--- src/rtl/audio_pkg.sv ---
// Shared types and helpers for the audio sawtooth monitor.
// The state enum, the default sample type and the saturating increment live here.
package audio_pkg;

    typedef enum logic [1:0] {
        StEmpty,
        StLearn,
        StTrain,
        StLocked
    } mon_state_t;

    localparam int unsigned SampleWidth = 16;
    typedef logic [SampleWidth-1:0] sample_t;

    // Increment that sticks at the all-ones value of a field `width` bits wide (width <= 32).
    function automatic logic [31:0] sat_inc(input logic [31:0] value, input int unsigned width);
        logic [31:0] max_val;
        max_val = (width >= 32) ? 32'hFFFF_FFFF : ((32'd1 << width) - 32'd1);
        return (value >= max_val) ? max_val : value + 32'd1;
    endfunction

endpackage

--- src/rtl/audio_sawtooth_monitor_if.sv ---
// Stereo sample stream tapped by the sawtooth monitor.
// The source drives the master modport; the monitor listens on the slave modport.
interface audio_sawtooth_monitor_if #(
    parameter int unsigned AUDIO_BIT_WIDTH = 16
);
    logic                       sample_valid;
    logic [AUDIO_BIT_WIDTH-1:0] audio_sample_word [1:0];

    modport master (
        output sample_valid,
        output audio_sample_word
    );

    modport slave (
        input sample_valid,
        input audio_sample_word
    );
endinterface

--- src/rtl/audio_period_meter.sv ---
// Measures the sawtooth period in samples between consecutive locked wraps.
// The partial period that ends at the first wrap after (re)lock is discarded.
module audio_period_meter
    import audio_pkg::*;
#(
    parameter int unsigned PERIOD_WIDTH = 16
) (
    input  logic                    clk_audio,
    input  logic                    rst_n,
    input  logic                    clear,
    input  logic                    count_en,
    input  logic                    wrap,
    output logic [PERIOD_WIDTH-1:0] period_samples,
    output logic                    period_valid
);

    logic [PERIOD_WIDTH-1:0] count_q;
    logic [PERIOD_WIDTH-1:0] period_q;
    logic                    first_wrap_q;
    logic                    period_valid_q;

    always_ff @(posedge clk_audio or negedge rst_n) begin
        if (!rst_n) begin
            count_q        <= '0;
            period_q       <= '0;
            first_wrap_q   <= 1'b0;
            period_valid_q <= 1'b0;
        end else begin
            period_valid_q <= 1'b0;
            if (clear) begin
                count_q      <= '0;
                first_wrap_q <= 1'b1;
            end else if (count_en) begin
                if (wrap) begin
                    count_q      <= '0;
                    first_wrap_q <= 1'b0;
                    if (!first_wrap_q) begin
                        period_q       <= PERIOD_WIDTH'(sat_inc(32'(count_q), PERIOD_WIDTH));
                        period_valid_q <= 1'b1;
                    end
                end else begin
                    count_q <= PERIOD_WIDTH'(sat_inc(32'(count_q), PERIOD_WIDTH));
                end
            end
        end
    end

    assign period_samples = period_q;
    assign period_valid   = period_valid_q;

endmodule

--- src/rtl/audio_sawtooth_monitor.sv ---
// Receive-side sawtooth checker: learns the per-sample delta, locks, counts deviations.
// Optional stereo agreement check enabled by AUDIO_SAWTOOTH_MON_STEREO_CHECK_EN.
module audio_sawtooth_monitor
    import audio_pkg::*;
#(
    parameter int unsigned AUDIO_BIT_WIDTH = 16,
    parameter int unsigned CHANNEL         = 1,
    parameter int unsigned LOCK_COUNT      = 4,
    parameter int unsigned PERIOD_WIDTH    = 16,
    parameter int unsigned ERR_WIDTH       = 16
) (
    input  logic                       clk_audio,
    input  logic                       rst_n,
    audio_sawtooth_monitor_if.slave    stream,
    output logic                       locked,
    output logic [AUDIO_BIT_WIDTH-1:0] increment,
    output logic [PERIOD_WIDTH-1:0]    period_samples,
    output logic                       period_valid,
    output logic                       wrap_pulse,
    output logic [ERR_WIDTH-1:0]       error_count,
    output logic                       chan_mismatch
);

    localparam logic ChanSel = 1'(CHANNEL);

    mon_state_t                 state_q;
    logic [AUDIO_BIT_WIDTH-1:0] prev_q;
    logic [AUDIO_BIT_WIDTH-1:0] inc_q;
    logic [3:0]                 match_cnt_q;
    logic                       locked_q;
    logic                       wrap_q;
    logic [ERR_WIDTH-1:0]       err_q;

    logic [AUDIO_BIT_WIDTH-1:0] cur;
    logic [AUDIO_BIT_WIDTH-1:0] delta;
    logic                       delta_match;
    logic                       lock_hit;
    logic                       meter_clear;
    logic                       meter_count;
    logic                       meter_wrap;

    assign cur         = stream.audio_sample_word[ChanSel];
    assign delta       = cur - prev_q;
    assign delta_match = (delta == inc_q);
    assign lock_hit    = (match_cnt_q == 4'(LOCK_COUNT - 1));

    // Meter controls decode the current sample so the meter's outputs align with ours.
    assign meter_clear = stream.sample_valid && (state_q == StTrain) && delta_match && lock_hit;
    assign meter_count = stream.sample_valid && (state_q == StLocked) && delta_match;
    assign meter_wrap  = meter_count && (cur < prev_q);

    always_ff @(posedge clk_audio or negedge rst_n) begin
        if (!rst_n) begin
            state_q     <= StEmpty;
            prev_q      <= '0;
            inc_q       <= '0;
            match_cnt_q <= '0;
            locked_q    <= 1'b0;
            wrap_q      <= 1'b0;
            err_q       <= '0;
        end else begin
            wrap_q <= 1'b0;
            if (stream.sample_valid) begin
                prev_q <= cur;
                case (state_q)
                    StEmpty: state_q <= StLearn;
                    StLearn: begin
                        if (delta != '0) begin
                            inc_q       <= delta;
                            match_cnt_q <= '0;
                            state_q     <= StTrain;
                        end
                    end
                    StTrain: begin
                        if (delta_match) begin
                            match_cnt_q <= match_cnt_q + 4'd1;
                            if (lock_hit) begin
                                state_q  <= StLocked;
                                locked_q <= 1'b1;
                            end
                        end else begin
                            inc_q       <= delta;
                            match_cnt_q <= '0;
                            if (delta == '0) state_q <= StLearn;
                        end
                    end
                    StLocked: begin
                        if (delta_match) begin
                            wrap_q <= meter_wrap;
                        end else begin
                            // A mismatch overrides any wrap on the same sample.
                            err_q       <= ERR_WIDTH'(sat_inc(32'(err_q), ERR_WIDTH));
                            locked_q    <= 1'b0;
                            inc_q       <= delta;
                            match_cnt_q <= '0;
                            state_q     <= (delta == '0) ? StLearn : StTrain;
                        end
                    end
                    default: state_q <= StEmpty;
                endcase
            end
        end
    end

    audio_period_meter #(
        .PERIOD_WIDTH (PERIOD_WIDTH)
    ) u_period_meter (
        .clk_audio      (clk_audio),
        .rst_n          (rst_n),
        .clear          (meter_clear),
        .count_en       (meter_count),
        .wrap           (meter_wrap),
        .period_samples (period_samples),
        .period_valid   (period_valid)
    );

`ifdef AUDIO_SAWTOOTH_MON_STEREO_CHECK_EN
    logic chan_mismatch_q;

    always_ff @(posedge clk_audio or negedge rst_n) begin
        if (!rst_n) begin
            chan_mismatch_q <= 1'b0;
        end else if (stream.sample_valid &&
                     (stream.audio_sample_word[0] != stream.audio_sample_word[1])) begin
            chan_mismatch_q <= 1'b1;
        end
    end

    assign chan_mismatch = chan_mismatch_q;
`else
    assign chan_mismatch = 1'b0;
`endif

    assign locked      = locked_q;
    assign increment   = inc_q;
    assign wrap_pulse  = wrap_q;
    assign error_count = err_q;

endmodule

--- src/flat_wrapper.sv ---
// flat-port wrapper written by rule: the top's interface ports become plain ports
module audio_sawtooth_monitor_flat import audio_pkg::*;
#(
    parameter int unsigned AUDIO_BIT_WIDTH = 16,
    parameter int unsigned CHANNEL         = 1,
    parameter int unsigned LOCK_COUNT      = 4,
    parameter int unsigned PERIOD_WIDTH    = 16,
    parameter int unsigned ERR_WIDTH       = 16
)
  (clk_audio, rst_n, locked, increment, period_samples, period_valid, wrap_pulse, error_count, chan_mismatch, stream_sample_valid, stream_audio_sample_word);
  audio_sawtooth_monitor_if #(.AUDIO_BIT_WIDTH(AUDIO_BIT_WIDTH)) stream_i ();
  input  logic clk_audio;
  input  logic rst_n;
  output logic locked;
  output logic [AUDIO_BIT_WIDTH-1:0] increment;
  output logic [PERIOD_WIDTH-1:0] period_samples;
  output logic period_valid;
  output logic wrap_pulse;
  output logic [ERR_WIDTH-1:0] error_count;
  output logic chan_mismatch;
  input wire logic [$bits(stream_i.sample_valid)-1:0] stream_sample_valid;
  input wire logic [$bits(stream_i.audio_sample_word)-1:0] stream_audio_sample_word;
  assign stream_i.sample_valid = stream_sample_valid;
  assign stream_i.audio_sample_word = {>>{stream_audio_sample_word}};
  audio_sawtooth_monitor #(.AUDIO_BIT_WIDTH(AUDIO_BIT_WIDTH), .CHANNEL(CHANNEL), .LOCK_COUNT(LOCK_COUNT), .PERIOD_WIDTH(PERIOD_WIDTH), .ERR_WIDTH(ERR_WIDTH)) u_core (.clk_audio(clk_audio), .rst_n(rst_n), .stream(stream_i), .locked(locked), .increment(increment), .period_samples(period_samples), .period_valid(period_valid), .wrap_pulse(wrap_pulse), .error_count(error_count), .chan_mismatch(chan_mismatch));
endmodule
--- config.mk ---
export PLATFORM = sky130hd
export DESIGN_NAME = audio_sawtooth_monitor_flat
export DESIGN_NICKNAME = d
export VERILOG_FILES = /design/src/rtl/audio_pkg.sv /design/src/rtl/audio_sawtooth_monitor_if.sv /design/src/rtl/audio_period_meter.sv /design/src/rtl/audio_sawtooth_monitor.sv /design/src/flat_wrapper.sv
export SDC_FILE = /design/constraint.sdc
export NUM_CORES = 1
export LEC_CHECK = 0
export BUFFER_PORTS_ARGS = -buffer_cell sky130_fd_sc_hd__clkbuf_2
export CAP_MARGIN = 20
export CORE_ASPECT_RATIO = 0.6
export CORE_MARGIN = 5
export CORE_UTILIZATION = 35
export CTS_CLUSTER_DIAMETER = 30
export DETAILED_ROUTE_END_ITERATION = 8
export GPL_ROUTABILITY_DRIVEN = 0
export GPL_TIMING_DRIVEN = 0
export PLACE_DENSITY = 0.6
export SLEW_MARGIN = 30
export SYNTH_ARGS = -nofsm -noshare
export SYNTH_HDL_FRONTEND = slang
export SYNTH_SLANG_ARGS = --single-unit
--- constraint.sdc ---
create_clock -name clk_audio -period 4.01 [get_ports clk_audio]
set_input_delay 0 -clock clk_audio [delete_from_list [all_inputs] [get_ports clk_audio]]
set_output_delay 0 -clock clk_audio [all_outputs]
set_load 0.01 [all_outputs]
Yosys cells after proc, flatten, opt, wreduce, memory -nomap -nowiden
Index checks and enable logic that the tools add are counted.
Storage, ports and cells
  bits in latches: 0
  RAM bits: 0
  memories kept: 0
  output and inout bits: 52
  register bits after elaboration: 90
  word-level logic and storage cells: 88
  bits in read-only memories: 0
  input bits: 35
Cells by class
  shift-type cells: 0
  order comparisons: 3
  add/subtract/negate cells: 4
  reduce and logical (&&, ||, !) cells: 22
  bitwise operators: 3
  multipliers: 0
  div/mod/pow operators: 0
  equality and inequality tests: 12
  muxes and demuxes: 33
Operators with widths (number)
  2-to-1 mux 16 bit: 7
  adder 16 x 1 -> 16 bit, second input constant: 2
  >= comparator 16 bit, second input constant: 2
  one-hot mux 16 bit (2 select lines): 1
  == test 16 bit: 1
  logical NOT 16 bit: 1
  less-than comparator 16 bit: 1
  nonzero test 16 bit: 1
  subtractor 16 bit: 1
  2-to-1 mux 1 bit: 13
  2-to-1 mux 2 bit: 6
  2-to-1 mux 4 bit: 3
  one-hot mux 4 bit (3 select lines): 1
  AND reduction 4 bit: 3
  AND reduction 5 bit: 2
  one-hot mux 2 bit (4 select lines): 1
  nonzero test 2 bit: 4
  logical AND 1 bit: 6
  != test 2 x 1 -> 1 bit, second input constant: 3
  adder 4 x 1 -> 4 bit, second input constant: 1
  == test 2 bit, second input constant: 2
  == test 4 x 2 -> 1 bit, second input constant: 1
  != test 2 bit, second input constant: 2
  != test 3 x 2 -> 1 bit, second input constant: 1
  other kinds (9): 11

Logic depth before layout (Yosys ltp)
  depth after elaboration: 7
  gate-level depth with buffers: 15
  mapped depth without buffers: 13

Hierarchy
Synthesis repeated with hierarchy kept, for this count alone.
Unflattened totals
  cells, all modules: 741
  area total of the unflattened synthesis: 6394.9 µm²
By module, submodules not included
  audio_sawtooth_monitor: area each 4642.0 µm², times used 1, sequential area each 1401.3 µm², cells each 555
  audio_period_meter: area each 1752.9 µm², times used 1, sequential area each 850.8 µm², cells each 186

Worst setup path after synthesis
No wires, ideal clock.
  path kind: reg2reg
  start: reg u_core.prev_q[0]
  end: reg u_core.u_period_meter.period_q[1], in the netlist u_core.u_period_meter.period_samples[1]
  buffers on the path: 2
  cell stages (with the launch flop): 15
  arrival: 3.859 ns
  setup slack: 0.026 ns
  data required time: 3.885 ns
  setup time: 0.125 ns
  period minus slack after synthesis: 3.984 ns
  cells stage by stage: dfrtp_1 -> ha_1 -> inv_1 -> fa_1 -> a21o_1 -> a221oi_4 -> mux2i_1 -> mux2i_1 -> or4_4 -> nor4b_4 -> nand4_4 -> or3_1 -> buf_6 -> buf_6 -> mux2_4
On the way
  word-level cells in the longest chain between the ends: 6
  elaborated cells on any way between the ends: 9
  classes of those cells: add/sub (1); order compare (1); eq/ne (1); bitwise (1); reduce/logical (5)
Ends and longest elaborated chain
  from (decl): RTL line audio_sawtooth_monitor.sv:27  | logic [AUDIO_BIT_WIDTH-1:0] prev_q;
  from (signal assigned): RTL line audio_sawtooth_monitor.sv:64  | prev_q <= cur;
  subtractor 16 bit: RTL line audio_sawtooth_monitor.sv:43  | assign delta = cur - prev_q;
  == test 16 bit: RTL line audio_sawtooth_monitor.sv:44  | assign delta_match = (delta == inc_q);
  logical AND 1 bit (2 in series): RTL line audio_sawtooth_monitor.sv:48  | assign meter_clear = stream.sample_valid && (state_q == StTrain) && delta_match && lock_hit;
  inverter 1 bit (no source line)
  AND reduction 4 bit (no source line) *
  to (signal assigned): RTL line audio_period_meter.sv:38  | period_q <= PERIOD_WIDTH'(sat_inc(32'(count_q), PERIOD_WIDTH));
  to (decl): RTL line audio_period_meter.sv:18  | logic [PERIOD_WIDTH-1:0] period_q;
Every way passes the cells marked *; elsewhere a longest branch is shown, timed or not.
A chain may end at the register's enable or synchronous reset.

Final worst setup path
  start: reg u_core.prev_q[0]
  end: reg u_core.u_period_meter.period_q[5], in the netlist u_core.u_period_meter.period_samples[5]
Same word-level chain as after synthesis.

==> results.txt <==
- Number of antenna violations at the first check in global routing: 0
- The area growth from synthesis to layout is 22.7%.
- IR analysis of the VDD net gives a maximum drop of 0.209 mV.
- Wire length of the first global-routing pass: between 20000 and 30000 um
- The longest clock path from root to sink contains 2 buffers.
* IO buf count: 68
- By startpoint and endpoint, the worst setup path is classified as flop to flop.
* First-iteration detailed-routing DRC count: 370
- Yosys printed 0 warnings.
- STA puts the critical path data arrival time at 4.18 ns.
* Max-cap violations: 0
- TritonCTS built the clock tree.
* Area contributors post-synth: dfrtp_1 (38%), nand2_1 (5.0%), xnor2_1 (4.5%), mux2_2 (4.2%), ha_1 (4.0%)
- In this run the tightest slew margin relative to its limit is about three fifths.
- Post-synthesis cell type with the largest combined area: dfrtp_1
- The startpoint identified for the worst register-to-register timing path is u_core.prev_q[0].
* Clock insertion delay at the later pin of the skew report: 0.35 ns
- Max Clock Freq: between 200 and 300 MHz
- The number of global-route vias before repair is 4936.
- Tracing the worst setup path back leads to its startpoint at u_core.prev_q[0].
* Cell Area, Synth: between 5000 and 6000 sq um
- Clock period minus final worst setup slack: 3.95 ns
- Max-slew violations: 0
- Residual antenna-violating net count after detailed routing: 0
- Worst path required time: 4.24 ns
- The commonest cells after synthesis are dfrtp_1 (90), nand2_1 (79), a21oi_1 (37), o21ai_0 (33), inv_1 (32).
- Outcome: complete, no violations
- Setup violations remaining at the end of the flow were counted as 0.
* Launching element type of the critical path: flop
- A synthesized cell averages 9.48 sq um.
- Min-delay worst type: input pin to asynchronous set/reset pin
* Leakage dissipation: 3.44 nW
- Synthesis produced a netlist with a net count of just under 700.
- Total number of nets in the final design: approximately 790
- Clock buffers created by TritonCTS: 9
* DRT Pass-1 Iters: 5
- Row Count: 36
- Max Clock Skew: 0.00972 ns
- After synthesis, the share of flip-flops with an asynchronous set or reset is 100%.
* Largest driver fanout on the critical path: 16
* Number of instances in the synthesized netlist: 621
* Main synth FF type: dfrtp_1
* Crit. End Element: flop
- Area share of the largest cell type after synthesis: 38.3%
- Die outline width: 177 um
- Number of flops mapped to enable cells by yosys: 0
- Entering global routing, the biggest net connects 59 pins.
- The die is between 100 and 150 um tall.
* Tightest Pin Transition: 0.607 ns
* Power density normalized to cell area: roughly 430 nW/um^2
- Via count: 5039
* Floorplan die area: 19600 sq um
- Sequential cells were found to cover 38.3% of the synthesized design area.
- Initial core utilization: between 30% and 40%
- Final total power: ~3.1 mW
- Number of synthesized register bits: 90
- Cell with the most instances after synthesis: dfrtp_1
- between 80 and 90 I/O pins were placed.
* Average wire length per cell after detail routing: 16.4 um
- Share of final-layout standard cells stronger than drive strength 1: 23.5%
- The floorplan step defined a core boundary enclosing roughly 16000 sq um.
* Synth cell types: 73
- Detailed placement ended at an HPWL of 11700 um.
- After clock tree synthesis, the clock-pin slew on the worst setup and hold paths is 0.07 ns.
- RSZ-0062 raised after global routing: yes
- Setup slack on the worst flop-to-flop path: 0.06 ns
- The clock net in this run drives a total of 90 sinks.
- In the routed design, unresolved DRC markers number 0.
* Post-detailed-routing wire length: roughly 16000 um
- Layout Utilization: 44.2%
- Fraction of the cycle the final worst path needs: 98.5%
- Dividing the detail-routed via count by the number of cells gives 5.21.
- The H-tree generated during clock tree synthesis spans 3 levels.
- Global routing usage summed across all routing layers: 16.5%
- The tree is rooted in a clkbuf_16.
- The final number of hold-violating endpoints was 0.
- Antenna diodes: 0
* Grt ovf: 0
-- worst max-delay path, cell delays in order (launching register included) --
cell	delay (ns)
dfrtp_1	0.36
ha_2	0.20
inv_2	0.05
fa_2	0.34
a21o_1	0.21
a221oi_4	0.26
buf_6	0.18
mux2i_4	0.25
mux2i_2	0.11
or4_4	0.56
nor4b_4	0.33
nand4_4	0.13
or3_4	0.36
buf_12	0.17
mux2_4	0.30
-- stage by stage --
step | setup TNS [ns] | instances | cell area (sq um) | hold WS [ns] | worst slack [ns]
final | 0 | 967 | 7220 | 0.105 | 0.0585
after global routing | -2.36 | 967 | 7220 | 0.146 | -0.153
after CTS | -0.0110 | 959 | 7120 | 0.105 | -0.0110
after detailed placement | -22.41 | 918 | 6550 | -0.0670 | -0.549
after global placement | -16.16 | 917 | 6510 | 0.227 | -0.408
after floorplan | 0 | 621 | 5890 | -0.296 | 0.0256
-- logic make-up after synthesis --
logic type,count (synthesis),share of synthesized area (%)
simple gates,220,21.1
compound gates,133,14.7
flops,90,38.3
buf+inv,70,5.25
mux,46,9.03
xor+xnor,41,7.27
fa+ha+maj,20,4.38
other cells,1,0.0637
-- placed cells by master (no fill, tap or decap), types with 9 or more instances in the layout --
master         synthesis  final
a21oi_1               37     36
and3_1                16     16
inv_1                 32     31
nor2_1                18     17
buf_4                  6     21
mux2_2                22     22
a211oi_1              13     13
dlygate4sd3_1          0     17
clkbuf_2               0     69
nand3_1               26     26
ha_1                  19     18
nand2_1               79     79
nand4_1               13     13
xnor2_1               30     30
a31oi_1               11     10
clkbuf_1              27     25
clkbuf_16              0      9
dfrtp_1               90     90
mux2i_1               13     11
o21ai_0               33     33
-- per-layer routing --
| layer | GRT usage (%) | up-vias | part of all wire, % |
|---|---|---|---|
| met4 | 3.86 | 0 | 0.79 |
| met3 | 4.68 | 12 | 6.1 |
| li1 | - | 2456 | - |
| met5 | 0 | - | 0 |
| met2 | 24.1 | 128 | 43 |
| met1 | 24.2 | 2443 | 50 |
-- final cells by class --
type | instances | area (sq um)
plain buffers | 37 | 193
clock buffers | 9 | 225
clock inverters | 7 | 70.1
fillers | 1558 | 9130
inverters | 32 | 120
multi-input cells | 461 | 3400
flip-flops and latches | 90 | 2250
well taps | 228 | 285
repair buffers | 103 | 678
-- registers in the layout, summed over array words and instances, names as in the netlist --
| register | flops |
|---|---|
| u_core.wrap_pulse | 1 |
| u_core.error_count | 16 |
| u_core.locked | 1 |
| u_core.u_period_meter.period_samples | 16 |
| u_core.match_cnt_q | 4 |
| u_core.state_q | 2 |
| u_core.increment | 16 |
| u_core.prev_q | 16 |
| u_core.u_period_meter.count_q | 16 |
| u_core.u_period_meter.period_valid | 1 |
| u_core.u_period_meter.first_wrap_q | 1 |
-- power breakdown --
group	total [mW]	internal, mW	switching (mW)
clock network	0.858	0.482	0.376
registers	1.13	1.01	0.118
logic	1.13	0.477	0.656
-- repair_timing --
action                                 4_1_cts  5_1_grt
hold buffers                                17        0
gates resized for setup                     12       11
setup endpoints to repair                   68       67
buffers inserted                             9        8
pin swaps                                    6        6
endpoints found under the hold margin      106        0
-- worst paths after layout --
path | end | cells after the start
worst max register to register | u_core.u_period_meter.period_samples[5] | 14
max in group asynchronous | u_core.u_period_meter.period_samples[7] | 3
worst min register to register | u_core.u_period_meter.period_valid | 1
min in group clk_audio | u_core.match_cnt_q[1] | 4
worst max-delay path | u_core.u_period_meter.period_samples[5] | 14
worst min-delay path | u_core.prev_q[2] | 2
Note: power is estimated with default switching activity, not from simulation.
